--- src/rtl/uart_pkg.sv ---
// -----------------------------------------------------------------------------
// uart_pkg
// Shared definitions for the UART receive path.
//   rx_state_t : one-hot receiver FSM state (4 bits)
//   DATA_BITS  : data bits per frame (8N1 framing)
//   cnt_width  : width helper for the bit-timing counter
// -----------------------------------------------------------------------------
package uart_pkg;

   localparam int DATA_BITS = 8;

   typedef enum logic [3:0] {
      IDLE  = 4'b0001,
      START = 4'b0010,
      DATA  = 4'b0100,
      STOP  = 4'b1000
   } rx_state_t;

   // Width of a counter that must reach n-1; never narrower than one bit.
   function automatic int cnt_width(input int n);
      if (n > 1) begin
         return $clog2(n);
      end else begin
         return 1;
      end
   endfunction

endpackage

--- src/rtl/uart_rx_sync.sv ---
// -----------------------------------------------------------------------------
// uart_rx_sync
// Two-flop synchronizer bringing the asynchronous UART line into the clk
// domain. Both flops reset to RESET_VALUE so an idle-high line produces no
// spurious start edge when reset is released.
// Ports:
//   clk      : sampling clock
//   reset    : asynchronous, active-high reset
//   async_in : asynchronous input
//   sync_out : synchronized output (two clk cycles of latency)
// -----------------------------------------------------------------------------
module uart_rx_sync #(
   parameter logic RESET_VALUE = 1'b1
) (
   input  logic clk,
   input  logic reset,
   input  logic async_in,
   output logic sync_out
);

   logic meta_r;
   logic sync_r;

   // Two-stage shift register; the first stage may go metastable.
   always_ff @(posedge clk or posedge reset) begin
      if (reset) begin
         meta_r <= RESET_VALUE;
         sync_r <= RESET_VALUE;
      end else begin
         meta_r <= async_in;
         sync_r <= meta_r;
      end
   end

   assign sync_out = sync_r;

endmodule

--- src/rtl/uart_receiver.sv ---
// -----------------------------------------------------------------------------
// uart_receiver
// 8N1 UART receiver with a valid/ready byte output. The receive path never
// stalls: a byte completed while the previous one is still unconsumed is
// dropped and reported with a one-cycle overrun pulse.
//
// Parameters:
//   CLOCK_FREQ : clk frequency in Hz
//   BAUD_RATE  : serial bit rate
// Ports:
//   clk            : sole clock, rising edge
//   reset          : asynchronous, active-high reset
//   serial_in      : asynchronous UART line, idle high
//   data_out       : received byte, LSB = first data bit on the line
//   data_out_valid : data_out holds an unconsumed byte
//   data_out_ready : consumer takes the byte when high with data_out_valid
//   overrun        : one-cycle pulse when a completed byte is dropped
//   framing_error  : (only with UART_RX_FRAMING_CHECK_EN) one-cycle pulse
//                    when a stop bit is sampled low; that byte is dropped
//
// Optional feature macro: UART_RX_FRAMING_CHECK_EN
// -----------------------------------------------------------------------------
module uart_receiver
   import uart_pkg::*;
#(
   parameter int CLOCK_FREQ = 125_000_000,
   parameter int BAUD_RATE  = 115_200
) (
   input  logic                 clk,
   input  logic                 reset,
   input  logic                 serial_in,
   output logic [DATA_BITS-1:0] data_out,
   output logic                 data_out_valid,
   input  logic                 data_out_ready,
   output logic                 overrun
`ifdef UART_RX_FRAMING_CHECK_EN
   ,
   output logic                 framing_error
`endif
);

   localparam int SYMBOL_EDGE_TIME = CLOCK_FREQ / BAUD_RATE;
   localparam int SAMPLE_TIME      = SYMBOL_EDGE_TIME / 2;
   localparam int CNT_W            = cnt_width(SYMBOL_EDGE_TIME);
   localparam int IDX_W            = cnt_width(DATA_BITS);

   // Terminal counts are computed in full integer precision and then sized to
   // the counter, so the equality compares never lose high-order bits.
   localparam logic [CNT_W-1:0] SYMBOL_LAST = CNT_W'(SYMBOL_EDGE_TIME - 1);
   localparam logic [CNT_W-1:0] SAMPLE_LAST = CNT_W'(SAMPLE_TIME - 1);
   localparam logic [IDX_W-1:0] LAST_IDX    = IDX_W'(DATA_BITS - 1);

   logic                 rx_s;
   rx_state_t            state_r;
   rx_state_t            state_next_s;
   logic [CNT_W-1:0]     cnt_r;
   logic [IDX_W-1:0]     bit_idx_r;
   logic [DATA_BITS-1:0] shift_r;

   logic sample_hit_s;
   logic symbol_hit_s;
   logic cnt_clr_s;
   logic cnt_inc_s;
   logic idx_clr_s;
   logic bit_load_s;
   logic stop_sample_s;
   logic byte_ok_s;
   logic accept_s;
   logic drop_s;

   logic [DATA_BITS-1:0] data_out_r;
   logic                 data_out_valid_r;
   logic                 overrun_r;

   uart_rx_sync #(
      .RESET_VALUE (1'b1)
   ) u_sync (
      .clk      (clk),
      .reset    (reset),
      .async_in (serial_in),
      .sync_out (rx_s)
   );

   assign sample_hit_s = (cnt_r == SAMPLE_LAST);
   assign symbol_hit_s = (cnt_r == SYMBOL_LAST);

   // FSM state register.
   always_ff @(posedge clk or posedge reset) begin
      if (reset) begin
         state_r <= IDLE;
      end else begin
         state_r <= state_next_s;
      end
   end

   // FSM next-state logic.
   always_comb begin
      state_next_s = state_r;
      case (state_r)
         IDLE: begin
            if (!rx_s) begin
               state_next_s = START;
            end else begin
               state_next_s = IDLE;
            end
         end
         START: begin
            // A line that is high again at mid start bit was only a glitch.
            if (sample_hit_s) begin
               if (rx_s) begin
                  state_next_s = IDLE;
               end else begin
                  state_next_s = DATA;
               end
            end else begin
               state_next_s = START;
            end
         end
         DATA: begin
            if (symbol_hit_s && (bit_idx_r == LAST_IDX)) begin
               state_next_s = STOP;
            end else begin
               state_next_s = DATA;
            end
         end
         STOP: begin
            if (symbol_hit_s) begin
               state_next_s = IDLE;
            end else begin
               state_next_s = STOP;
            end
         end
         default: begin
            state_next_s = IDLE;
         end
      endcase
   end

   // FSM outputs: datapath controls for the counter, bit index and sampling.
   always_comb begin
      cnt_clr_s     = 1'b0;
      cnt_inc_s     = 1'b0;
      idx_clr_s     = 1'b0;
      bit_load_s    = 1'b0;
      stop_sample_s = 1'b0;
      case (state_r)
         IDLE: begin
            cnt_clr_s = 1'b1;
            idx_clr_s = 1'b1;
         end
         START: begin
            // After mid start bit, each further sample lands one full
            // symbol later, i.e. in the middle of the next bit.
            if (sample_hit_s) begin
               cnt_clr_s = 1'b1;
               idx_clr_s = 1'b1;
            end else begin
               cnt_inc_s = 1'b1;
            end
         end
         DATA: begin
            if (symbol_hit_s) begin
               cnt_clr_s  = 1'b1;
               bit_load_s = 1'b1;
            end else begin
               cnt_inc_s = 1'b1;
            end
         end
         STOP: begin
            if (symbol_hit_s) begin
               cnt_clr_s     = 1'b1;
               stop_sample_s = 1'b1;
            end else begin
               cnt_inc_s = 1'b1;
            end
         end
         default: begin
            cnt_clr_s = 1'b1;
            idx_clr_s = 1'b1;
         end
      endcase
   end

   // Bit-timing counter, bit index and data shift register.
   always_ff @(posedge clk or posedge reset) begin
      if (reset) begin
         cnt_r     <= {CNT_W{1'b0}};
         bit_idx_r <= {IDX_W{1'b0}};
         shift_r   <= {DATA_BITS{1'b0}};
      end else begin
         if (cnt_clr_s) begin
            cnt_r <= {CNT_W{1'b0}};
         end else if (cnt_inc_s) begin
            cnt_r <= cnt_r + CNT_W'(1);
         end
         if (idx_clr_s) begin
            bit_idx_r <= {IDX_W{1'b0}};
         end else if (bit_load_s) begin
            bit_idx_r <= bit_idx_r + IDX_W'(1);
         end
         if (bit_load_s) begin
            shift_r[bit_idx_r] <= rx_s;
         end
      end
   end

`ifdef UART_RX_FRAMING_CHECK_EN
   logic framing_error_r;

   assign byte_ok_s = stop_sample_s & rx_s;

   // Framing error pulse: stop bit sampled low, byte discarded.
   always_ff @(posedge clk or posedge reset) begin
      if (reset) begin
         framing_error_r <= 1'b0;
      end else begin
         framing_error_r <= stop_sample_s & ~rx_s;
      end
   end

   assign framing_error = framing_error_r;
`else
   // Without the framing check the stop bit level is not inspected.
   assign byte_ok_s = stop_sample_s;
`endif

   assign accept_s = byte_ok_s & (~data_out_valid_r | data_out_ready);
   assign drop_s   = byte_ok_s & data_out_valid_r & ~data_out_ready;

   // Output holding register with valid/ready handshake and overrun pulse.
   always_ff @(posedge clk or posedge reset) begin
      if (reset) begin
         data_out_r       <= {DATA_BITS{1'b0}};
         data_out_valid_r <= 1'b0;
         overrun_r        <= 1'b0;
      end else begin
         // A byte arriving on the very cycle the old one is taken replaces it.
         if (accept_s) begin
            data_out_r       <= shift_r;
            data_out_valid_r <= 1'b1;
         end else if (data_out_valid_r && data_out_ready) begin
            data_out_valid_r <= 1'b0;
         end
         overrun_r <= drop_s;
      end
   end

   assign data_out       = data_out_r;
   assign data_out_valid = data_out_valid_r;
   assign overrun        = overrun_r;

endmodule

--- config.mk ---
export PLATFORM = sky130hd
export DESIGN_NAME = uart_receiver
export DESIGN_NICKNAME = d
export VERILOG_FILES = /design/src/rtl/uart_pkg.sv /design/src/rtl/uart_rx_sync.sv /design/src/rtl/uart_receiver.sv
export SDC_FILE = /design/constraint.sdc
export NUM_CORES = 1
export LEC_CHECK = 0
export ABC_AREA = 1
export BUFFER_PORTS_ARGS = -buffer_cell sky130_fd_sc_hd__clkbuf_2
export CAP_MARGIN = 25
export CORE_ASPECT_RATIO = 1.1
export CORE_MARGIN = 10
export CORE_UTILIZATION = 45
export CTS_CLUSTER_SIZE = 40
export DETAILED_ROUTE_END_ITERATION = 12
export PLACE_DENSITY = 0.74
export SYNTH_ARGS = -nofsm -noshare
export SYNTH_HDL_FRONTEND = slang
export SYNTH_SLANG_ARGS = --single-unit
--- constraint.sdc ---
create_clock -name clk -period 1.95 [get_ports clk]
set_input_delay 0.0975 -clock clk [delete_from_list [all_inputs] [get_ports clk]]
set_output_delay 0.0975 -clock clk [all_outputs]
set_load 0.005 [all_outputs]
### Yosys cells after proc, flatten, opt, wreduce, memory -nomap -nowiden

Index checks and enable logic that the tools add are counted.

| storage, ports and cells | value |
|---|---|
| flip-flop bits (word level) | 38 |
| bits of input ports | 4 |
| output and inout port bits | 10 |
| word-level logic and storage cells | 57 |

| cells by class | value |
|---|---|
| add/sub/neg operators | 2 |
| order comparisons | 2 |
| equality and inequality tests | 7 |
| mux-type cells | 24 |
| bitwise operators | 6 |
| reduce and logical (&&, ||, !) cells | 7 |

Operators by type and width:

| cell | count |
|---|---|
| $mux 11 | 2 |
| $pmux 4 s4 | 1 |
| $mux 4 | 3 |
| $add 11x1->11 const B | 1 |
| $eq 11x10->1 const B | 1 |
| $eq 11x11->1 const B | 1 |
| $mux 1 | 9 |
| $mux 3 | 3 |
| $bwmux 8 | 1 |
| $pmux 1 s2 | 3 |
| $reduce_bool 2->1 | 3 |
| $eq 4x1->1 const B | 1 |
| $eq 4x2->1 const B | 1 |
| $eq 4x3->1 const B | 1 |
| $eq 4x4->1 const B | 1 |
| $lt 3x4->1 const B | 1 |
| $add 3x1->3 const B | 1 |
| $and 1x1->1 | 3 |
| $demux 1 s3 | 1 |
| $eq 3x3->1 const B | 1 |
| $ge 3x1->1 const B | 1 |
| $logic_and 1x1->1 | 3 |
| $mux 2 | 1 |
| $not 1->1 | 2 |
| other kinds (2) | 2 |

### Logic depth before layout (Yosys ltp)

Gate-level depths: netlist (run 1).

| depth | value |
|---|---|
| depth after elaboration | 5 |
| depth in mapped cells | 10 |
| gate-level depth less buffers | 9 |

### Modules after synthesis

A second synthesis (run 1) with hierarchy kept.

| second synthesis, totals | value |
|---|---|
| cells, all modules | 242 |
| area total of the unflattened synthesis | 1954.4 um^2 |

Modules (own cells, without submodules):

| module | instances | cells each | area each (um^2) |
|---|---|---|---|
| uart_receiver | 1 | 239 | 1898.1 |
| uart_rx_sync | 1 | 3 | 56.3 |

### Worst setup path before layout (run 1)

No wires, ideal clock.

| path | value |
|---|---|
| path kind | flip-flop to flip-flop |
| start | reg cnt_r[0] |
| end | reg data_out_r[0] (netlist: data_out[0]) |
| setup time | 0.117 ns |
| data arrival time | 1.238 ns |
| required time | 1.833 ns |
| slack | 0.595 ns |
| cell stages (with the launch flop) | 10 |
| clock period less this slack | 1.355 ns |
| cell sequence | dfrtp_1 -> inv_1 -> ha_1 -> inv_1 -> nor2_1 -> nand3_1 -> nor2_1 -> nand3_2 -> nand2_1 -> nand2_1 |

| between the ends | value |
|---|---|
| word-level cells in the longest chain between the ends | 4 |

Ends and longest elaborated chain:

| element | line | source |
|---|---|---|
| start, declared | uart_receiver.sv:56 | `logic [CNT_W-1:0] cnt_r;` |
| start signal, assigned | uart_receiver.sv:187 | `cnt_r <= {CNT_W{1'b0}};` |
| start signal, assigned | uart_receiver.sv:192 | `cnt_r <= {CNT_W{1'b0}};` |
| start signal, assigned | uart_receiver.sv:194 | `cnt_r <= cnt_r + CNT_W'(1);` |
| $eq 11x11->1 | uart_receiver.sv:85 | `assign symbol_hit_s = (cnt_r == SYMBOL_LAST);` |
| $mux 1 | uart_receiver.sv:170 | `if (symbol_hit_s) begin` |
| $mux 1 | uart_receiver.sv:146 | `case (state_r)` |
| $and 1x1->1 | uart_receiver.sv:227 | `assign accept_s = byte_ok_s & (~data_out_valid_r \| data_out_ready);` |
| end signal, assigned | uart_receiver.sv:233 | `data_out_r <= {DATA_BITS{1'b0}};` |
| end signal, assigned | uart_receiver.sv:239 | `data_out_r <= shift_r;` |
| end, declared | uart_receiver.sv:71 | `logic [DATA_BITS-1:0] data_out_r;` |

No other way between the ends.
A chain may end at the register's enable or synchronous reset.

### Final worst setup path (run 1)

| path | value |
|---|---|
| start | reg cnt_r[0] |
| end | reg cnt_r[9] |

| between the ends | value |
|---|---|
| word-level cells in the longest chain between the ends | 4 |
| elaborated cells between the ends (all ways) | 12 |
| those cells by class | 1 x add/sub; 2 x eq/ne; 8 x mux; 1 x reduce/logical |

Ends and longest elaborated chain:

| element |
|---|
| branches (longest 4 deep; another with $add 11x1->11) |

Several ways; the timed one is not identified. The select of a mux whose other input is x is not followed.

==> impl_metrics.json, run 1 <==
{
  "tritoncts": "yes",
  "die_area_mm2": 0.00772,
  "syn_avg_cell_area_um2": 7.96,
  "grtUsageTotal": 0.111,
  "status": "completed",
  "vias_per_cell": 5.12,
  "topRoutingLayerUsed": "met4",
  "fin_worst_hold_slack_ns": 0.301,
  "globalplace.congestion": 0.849,
  "cts_num_sinks": 38,
  "route.met2.wl_um": 1900,
  "setup-violations-final": 0,
  "nets": 286,
  "antenna_found_initial": 0,
  "root_buffer": "clkbuf_8",
  "synthTopCellsByArea": "dfrtp_1 42%, nand2_1 15%, nand4_1 6.9%",
  "cp-end-kind": "register",
  "first_pass_iters": 5,
  "worstPathRequired_ns": 2.14,
  "cts-root-to-sink-buffers": 2,
  "die_w_um": 84.7,
  "vias": 1700,
  "ys_seq_area_frac": 0.461,
  "hold_violations": 0,
  "grt_max_degree": 39,
  "rsz0062_at_grt": "false",
  "post-cts-setup-buffer-count": 0,
  "cp_max_fo": 11,
  "hold_class": "in2reg",
  "h-tree-depth": 2,
  "cp.arrival_ns": 1.88,
  "worstSetupPathType": "reg2reg",
  "postSynthCellCount": 260,
  "antenna_cells": 0,
  "min_period_ns": 1.68,
  "slew_headroom": 0.682,
  "final_util": 0.524,
  "worstMarginPinSlew_ns": 0.477,
  "n_fill_cell": 415,
  "setup_tns_ns": 0,
  "cts_made_buffers": 5,
  "grt_pass1_vias": 1669,
  "drt_iter0_markers": 119,
  "met1_length_um": 1870,
  "p_leak_uw": 0.00117,
  "port_buffers": 13,
  "clk_pin_slew_ns": 0.08,
  "final_cell_mix": "80 x nand2_1, 35 x dfrtp_1, 24 x nor2_1, 23 x nand4_1",
  "fmax_mhz": 595,
  "ys_seq_elements": 38,
  "wire_per_inst_um": 12.1,
  "core_region_area_mm2": 0.00438,
  "p_per_area_mw_per_mm2": 694,
  "path_cells": "inv_1 > ha_1 > nand2_2 > nor2_4 > nand2_1 > nand2_1 > nand2_1 > nand2_1 > inv_1",
  "synth_nets": 269,
  "final_common_cell": "nand2_1",
  "drive_gt1_frac": 0.180,
  "syn-cell-area_mm2": 0.00207,
  "crit_path_top_delay_cell": "dfrtp_1",
  "antenna_left": 0,
  "synth.distinct_cells": 26,
  "yosysTopAreaCell": "dfrtp_1",
  "grt_overflow": 0,
  "path_common_cell": "nand2_1",
  "ctsResizeCount": 0,
  "start_kind": "register",
  "synth_warnings": 0,
  "slew_violations": 0,
  "cpPeakStageDelay_ns": 0.43,
  "io_pins": 14,
  "drcViolationCount": 0,
  "grt_pass1_wl_um": 7290,
  "max_cap_viol_count": 0,
  "drt-total-wl_um": 4030,
  "finalCritPeriodShare": 0.862,
  "synth_top_cell_area_share": 0.423,
  "num_rows": 25,
  "irDropWorstVdd_uv": 531,
  "routed-wl-met3_um": 184,
  "initial_core_util": 0.473,
  "final.setup_skew_ns": 0.00530,
  "hpwl_um": 2900,
  "syn2layout_area_growth_pct": 10.9,
  "clk_latency_ns": 0.29,
  "die_h_um": 91.1,
  "hold_buffers": 2
}
==> power by group <==
part	internal [uW]	switching, uW
sequential	825	23.2
combinational	57.0	124
clock	284	280
total	1170	427
==> kinds of logic after synthesis <==
kind of cell    count (synthesis)  synth area share
compound gates                 15            0.0387
xor+xnor                        5            0.0212
fa+ha+maj                       5            0.0302
buf+inv                        36            0.0743
flops                          38             0.461
simple gates                  161             0.375
==> synthesized netlist by cell type <==
master    instances
xor2_1            3
nor2_4            4
nand2_2           4
ha_1              5
buf_4             4
nand3_1          19
nor3_4            1
nor2_1           24
inv_2             7
o21ai_0           2
o21bai_1          1
dfstp_2           3
xnor2_1           2
inv_1            19
buf_2             3
clkinv_1          1
nand4_1          23
clkbuf_1          2
a21oi_1          11
nand2_1          80
nor2_8            1
nor2_2            3
a21boi_1          1
dfrtp_1          35
nand3_2           1
nand2_4           1
==> sequential cells by signal (all words and copies together), names as in the netlist <==
register	count
shift_r	8
u_sync.meta_r	1
cnt_r	11
data_out	8
data_out_valid	1
state_r	4
u_sync.sync_out	1
bit_idx_r	3
overrun	1
==> cell type report <==
type	instances	area [um2]	area share
Multi-Input combinational cell	186	962	0.419
Sequential cell	38	955	0.416
Timing Repair Buffer	19	115	0.0501
Inverter	27	101	0.0441
Clock buffer	6	82.6	0.0360
Tap cell	54	67.6	0.0294
Clock inverter	2	12.5	0.00545
==> routing by layer <==
metal  up-vias  global-route usage
li1        878                   -
met1       786               0.129
met2        29               0.179
met3         7              0.0357
met4         0              0.0522
met5         -                   0
==> worst max-delay path, delay by kind of cell (launching register included) <==
kind,cells,cell delay [ns]
simple gates,6,0.83
flops,1,0.43
fa+ha+maj,1,0.21
buf+inv,2,0.12
==> stage by stage <==
| step | instance area, um2 | worst slack, ns | power (uW) | cells |
|---|---|---|---|---|
| after floorplan | 2070 | 0.595 | 1000 | 260 |
| after CTS | 2300 | 0.286 | 1620 | 332 |
| after global placement | 2180 | 0.382 | 1030 | 322 |
| after global routing | 2300 | 0.120 | 1680 | 332 |
| after detailed placement | 2180 | 0.303 | 1040 | 322 |
| final | 2300 | 0.268 | 1590 | 332 |
==> path summary, 6_finish.rpt <==
check / start / to / slack [ns] / cells past startpoint
hold reg to reg: u_sync.meta_r / u_sync.sync_out / 0.36 / 0
setup / recovery: cnt_r[0] / cnt_r[9] / 0.27 / 9
max in group asynchronous: reset / u_sync.sync_out / 1.15 / 4
hold / removal: data_out_ready / overrun / 0.30 / 4
setup reg to reg: cnt_r[0] / cnt_r[9] / 0.27 / 9
min in group asynchronous: reset / cnt_r[8] / 0.44 / 4
Power figures use the tool's default switching activity.
==> inputs of run 2 (changes only) <==
==> constraint.sdc (replaced) <==
create_clock -name clk -period 1.95 [get_ports clk]
set_input_delay 0.39 -clock clk [delete_from_list [all_inputs] [get_ports clk]]
set_output_delay 0.39 -clock clk [all_outputs]
set_load 0.02 [all_outputs]
==> run 2 against run 1 <==
Register-to-register slack about the same; count of clock-buffer cells in the layout unchanged; die area unchanged; highest routed layer unchanged; critical path type unchanged; fmax up 0.21%; sequential share of layout area up 0.37 points; worst setup slack better by 0.0035 ns; global-route usage about the same; core utilization down 0.46 points; power down 0.12%; via count down 0.47%; flip-flop and latch count unchanged; critical path depth unchanged.
==> impl_metrics.json, run 2 (synthesis gave the netlist of run 1 again) <==
{
  "cp_max_fo": 11,
  "r2r_end": "cnt_r[9]",
  "grt_pass1_wl_um": 7260,
  "post-cts-setup-buffer-count": 0,
  "min-delay-start": "serial_in",
  "top_register": "cnt_r",
  "largest_reg_flops": 11,
  "final_util": 0.520,
  "grt_overflow": 0,
  "max_cap_viol_count": 0,
  "slew_headroom": 0.682,
  "syn2layout_area_growth_pct": 9.91,
  "io_pins": 14,
  "first_pass_iters": 5,
  "cp.arrival_ns": 1.87,
  "holdPathStages": 1,
  "p_per_area_mw_per_mm2": 699,
  "status": "completed",
  "antenna_cells": 0,
  "final_cell_area_mm2": 0.00228,
  "n_fill_cell": 419,
  "h-tree-depth": 2,
  "hold_violations": 0,
  "vias_per_cell": 5.13,
  "switching_share": 0.269,
  "cp-end-kind": "register",
  "irDropWorstVdd_uv": 533,
  "final.setup_skew_ns": 0.00586,
  "placed_area_mm2": 0.00218,
  "antenna_found_initial": 0,
  "clkPwrFrac": 0.355,
  "comb_power_share": 0.112,
  "cts-root-to-sink-buffers": 2,
  "worstRegToRegCells": 9,
  "wire_per_inst_um": 12.2,
  "port_buffers": 13,
  "clk_latency_ns": 0.29,
  "nets": 284,
  "hold_path_end": "u_sync.meta_r",
  "worstMarginPinSlew_ns": 0.477,
  "grtUsageTotal": 0.111,
  "tritoncts": "yes",
  "fin_worst_hold_slack_ns": 0.175,
  "grt_pass1_vias": 1667,
  "p_leak_uw": 0.00116,
  "setup-violations-final": 0,
  "drcViolationCount": 0,
  "globalplace.congestion": 0.849,
  "hold_class": "in2reg",
  "core_region_area_mm2": 0.00438,
  "die_w_um": 84.7,
  "switchingPower_uw": 428,
  "drt-total-wl_um": 4010,
  "die_h_um": 91.1,
  "min_period_ns": 1.68,
  "p_int_uw": 1160,
  "hpwl_um": 2900,
  "finalNonFillerCells": 330,
  "cts_made_buffers": 5,
  "start_kind": "register",
  "final_common_cell": "nand2_1",
  "worstReg2RegStart": "cnt_r[0]",
  "hold_buffers": 0,
  "cts_num_sinks": 38,
  "setup_tns_ns": 0,
  "worstSetupPathType": "reg2reg",
  "num_rows": 25,
  "initial_core_util": 0.473,
  "root_buffer": "clkbuf_8",
  "grt_max_degree": 39,
  "antenna_left": 0,
  "fmax_mhz": 596,
  "rrSetupSlack_ns": 0.27,
  "placed_cells": 322,
  "slew_violations": 0,
  "ctsResizeCount": 0,
  "rsz0062_at_grt": "false",
  "drive_gt1_frac": 0.181,
  "p_seq_frac": 0.533,
  "finalCritPeriodShare": 0.861,
  "clk_pin_slew_ns": 0.08,
  "drt_iter0_markers": 107,
  "die_area_mm2": 0.00772,
  "vias": 1692,
  "worstPathRequired_ns": 2.15,
  "final_cell_mix": "80 x nand2_1, 35 x dfrtp_1, 24 x nor2_1, 23 x nand4_1"
}
-- run 2: cell count changes in the layout (fill, tap and decap cells not counted), sizes merged --
cell         delta
dlygate4sd3     -2
-- run 2: power groups by stage --
stage	clock network, uW	registers [uW]	logic, uW
global placement	0	860	174
floorplan	0	854	151
CTS	585	847	180
global route	616	852	211
finish	565	848	179
detailed placement	0	863	181
-- run 2: layout make-up --
type                            count  area [um2]  share of cell area
Multi-Input combinational cell    186         962               0.423
Sequential cell                    38         955               0.419
Inverter                           27         101              0.0445
Timing Repair Buffer               17        95.1              0.0418
Clock buffer                        6        82.6              0.0363
Tap cell                           54        67.6              0.0297
Clock inverter                      2        12.5             0.00550
-- run 2: critical path, stage by stage (launching register included) --
cell and delay (ns):
dfrtp_1 0.43, inv_1 0.08, ha_1 0.21, nand2_2 0.08, nor2_4 0.20, nand2_1 0.08, nand2_1 0.31, nand2_1 0.09
nand2_1 0.07, inv_1 0.04
-- run 2: worst max-delay path by stage --
stage                   from          end  slack [ns]  cells past startpoint
finish              cnt_r[0]     cnt_r[9]        0.27                      9
global route        cnt_r[1]     cnt_r[9]        0.12                      9
CTS                 cnt_r[0]     cnt_r[9]        0.29                      9
detailed placement  cnt_r[0]     cnt_r[9]        0.30                      9
global placement    cnt_r[0]     cnt_r[9]        0.38                      9
floorplan           cnt_r[0]  data_out[0]        0.59                      9
-- run 2: per-stage QoR --
| stage | power, uW | setup WS (ns) |
|---|---|---|
| CTS | 1610 | 0.286 |
| finish | 1590 | 0.272 |
| global route | 1680 | 0.120 |
| global placement | 1030 | 0.382 |
| floorplan | 1000 | 0.595 |
| detailed placement | 1040 | 0.303 |
-- run 2: routing by layer --
layer	track usage	share of wire	up-vias
met2	0.179	0.48	29
li1	-	-	873
met3	0.0349	0.042	7
met1	0.129	0.46	783
met4	0.0522	0.016	0
met5	0	0	-
==> inputs of run 3 (changes only) <==
--- a/config.mk
+++ b/config.mk
@@ -8,12 +8,13 @@
 export ABC_AREA = 1
 export BUFFER_PORTS_ARGS = -buffer_cell sky130_fd_sc_hd__clkbuf_2
 export CAP_MARGIN = 25
-export CORE_ASPECT_RATIO = 1.1
+export CORE_ASPECT_RATIO = 1.25
 export CORE_MARGIN = 10
-export CORE_UTILIZATION = 45
+export CORE_UTILIZATION = 50
 export CTS_CLUSTER_SIZE = 40
 export DETAILED_ROUTE_END_ITERATION = 12
-export PLACE_DENSITY = 0.74
+export PLACE_DENSITY = 0.8
+export SKIP_CTS_REPAIR_TIMING = 1
 export SYNTH_ARGS = -nofsm -noshare
 export SYNTH_HDL_FRONTEND = slang
 export SYNTH_SLANG_ARGS = --single-unit
==> run 3 against run 2 <==
Fmax grew 1.5%; final cell count grew 0.30%; sequential power is essentially flat; flip-flop and latch count is the same; sequential share of layout area shrank 0.16 points; non-clock buffer count shrank 1; power grew 4.5%; critical path type unchanged; critical endpoint unchanged; largest power group unchanged; highest routed layer unchanged.
==> impl_metrics.json, run 3 (synthesis gave the netlist of run 1 again) <==
{
  "status": "completed",
  "finalNonFillerCells": 331,
  "fin_worst_hold_slack_ns": 0.167,
  "setup-violations-final": 0,
  "worstPathRequired_ns": 2.14,
  "finalCritPeriodShare": 0.848,
  "cp_max_fo": 11,
  "final_common_cell": "nand2_1",
  "worstRegToRegCells": 9,
  "drt_iter0_markers": 57,
  "worstMarginPinSlew_ns": 0.470,
  "tritoncts": "yes",
  "initial_core_util": 0.513,
  "largest_reg_flops": 11,
  "cts_made_buffers": 5,
  "fmax_mhz": 605,
  "grt_max_degree": 39,
  "die_h_um": 92.0,
  "wire_per_inst_um": 11.7,
  "p_per_area_mw_per_mm2": 728,
  "path_cells": "inv_1 > ha_1 > nand2_2 > nor2_4 > nand2_1 > nand2_1 > nand2_1 > nand2_1 > inv_1",
  "drt-total-wl_um": 3890,
  "drcViolationCount": 0,
  "cpPeakStageDelay_ns": 0.42,
  "clk_latency_ns": 0.29,
  "hpwl_um": 2990,
  "num_rows": 26,
  "grt_pass1_wl_um": 7140,
  "vias_per_cell": 4.99,
  "nets": 283,
  "rsz0062_at_grt": "false",
  "hold_class": "in2async",
  "antenna_cells": 0,
  "cp-end-kind": "register",
  "grt_pass1_vias": 1681,
  "syn2layout_area_growth_pct": 10.3,
  "setup_tns_ns": 0,
  "final.setup_skew_ns": 0.00578,
  "rrSetupSlack_ns": 0.30,
  "die_area_mm2": 0.00713,
  "worstReg2RegStart": "cnt_r[0]",
  "globalplace.congestion": 0.854,
  "placed_cells": 323,
  "final_cell_area_mm2": 0.00228,
  "r2r_end": "cnt_r[9]",
  "cp.arrival_ns": 1.84,
  "final_cell_mix": "80 x nand2_1, 35 x dfrtp_1, 24 x nor2_1, 23 x nand4_1",
  "clk_pin_slew_ns": 0.07,
  "path_common_cell": "nand2_1",
  "port_buffers": 13,
  "crit_path_top_delay_cell": "dfrtp_1",
  "cp.depth": 9,
  "irDropWorstVdd_uv": 434,
  "vias": 1653,
  "io_pins": 14,
  "hold_violations": 0,
  "n_fill_cell": 385,
  "placed_area_mm2": 0.00218,
  "min_period_ns": 1.65,
  "first_pass_iters": 4,
  "root_buffer": "clkbuf_8",
  "start_kind": "register",
  "slew_headroom": 0.687,
  "cts-root-to-sink-buffers": 2,
  "slew_violations": 0,
  "antenna_left": 0,
  "worstSetupPathType": "reg2reg",
  "p_leak_uw": 0.00116,
  "top_register": "cnt_r",
  "max_cap_viol_count": 0,
  "h-tree-depth": 2,
  "worst-path-buf-inv": 2,
  "antenna_found_initial": 0,
  "cts_num_sinks": 38,
  "drive_gt1_frac": 0.178,
  "path_delay_family": "simple AND/OR/NAND/NOR gates",
  "grt_overflow": 0,
  "core_region_area_mm2": 0.00403,
  "grtUsageTotal": 0.120,
  "final_util": 0.566,
  "die_w_um": 77.6
}
## run 3: cell count changes in the layout (fill, tap and decap cells not counted)
cell | before | now
buf_4 | 4 | 3
bufinv_16 | 0 | 1
clkbuf_8 | 6 | 5
clkinv_2 | 1 | 2
clkinvlp_4 | 1 | 0
## run 3: worst max-delay path by stage
stage	start	to	slack, ns
after floorplan	cnt_r[0]	data_out[0]	0.59
after global placement	cnt_r[0]	cnt_r[9]	0.38
after detailed placement	cnt_r[0]	cnt_r[9]	0.28
after CTS	cnt_r[0]	cnt_r[9]	0.27
after global routing	cnt_r[0]	cnt_r[9]	0.1
final	cnt_r[0]	cnt_r[9]	0.30
## run 3: stage by stage
| stage | setup WS, ns | total power, uW |
|---|---|---|
| after CTS | 0.265 | 1690 |
| after global routing | 0.0986 | 1760 |
| after floorplan | 0.595 | 1000 |
| after detailed placement | 0.275 | 1040 |
| final | 0.297 | 1660 |
| after global placement | 0.376 | 1030 |
## run 3: cell type report
type	instances	area (um2)	share of cell area
sequential	38	955	0.418
tap	56	70.1	0.0307
clock buffer	5	68.8	0.0301
multi-input combinational	186	962	0.421
timing repair buffer	16	87.6	0.0383
clock inverter	3	40.0	0.0175
inverter	27	101	0.0444
## run 3: worst reg2reg max path: cells and delay by family, from the launching register on
family / cells / cell delay [ns]
adder cells (fa/ha/maj): 1 / 0.19
buffers and inverters: 2 / 0.11
flip-flops: 1 / 0.42
AND/OR/NAND/NOR: 6 / 0.84
## run 3: where the power goes
group,internal (uW),switching (uW),leakage (uW),total [uW]
Clock,376,264,0.0000579,640
Combinational,53.9,122,0.000587,176
Sequential,825,22.2,0.000519,847
## run 3: routing by layer
metal,global-route usage,routed length (um),vias to the layer above,share of wire
li1,-,-,862,-
met1,0.119,1610,763,0.41
met2,0.226,2030,20,0.52
met3,0.0381,183,8,0.047
met4,0.0488,60,0,0.015
met5,0,0,-,0
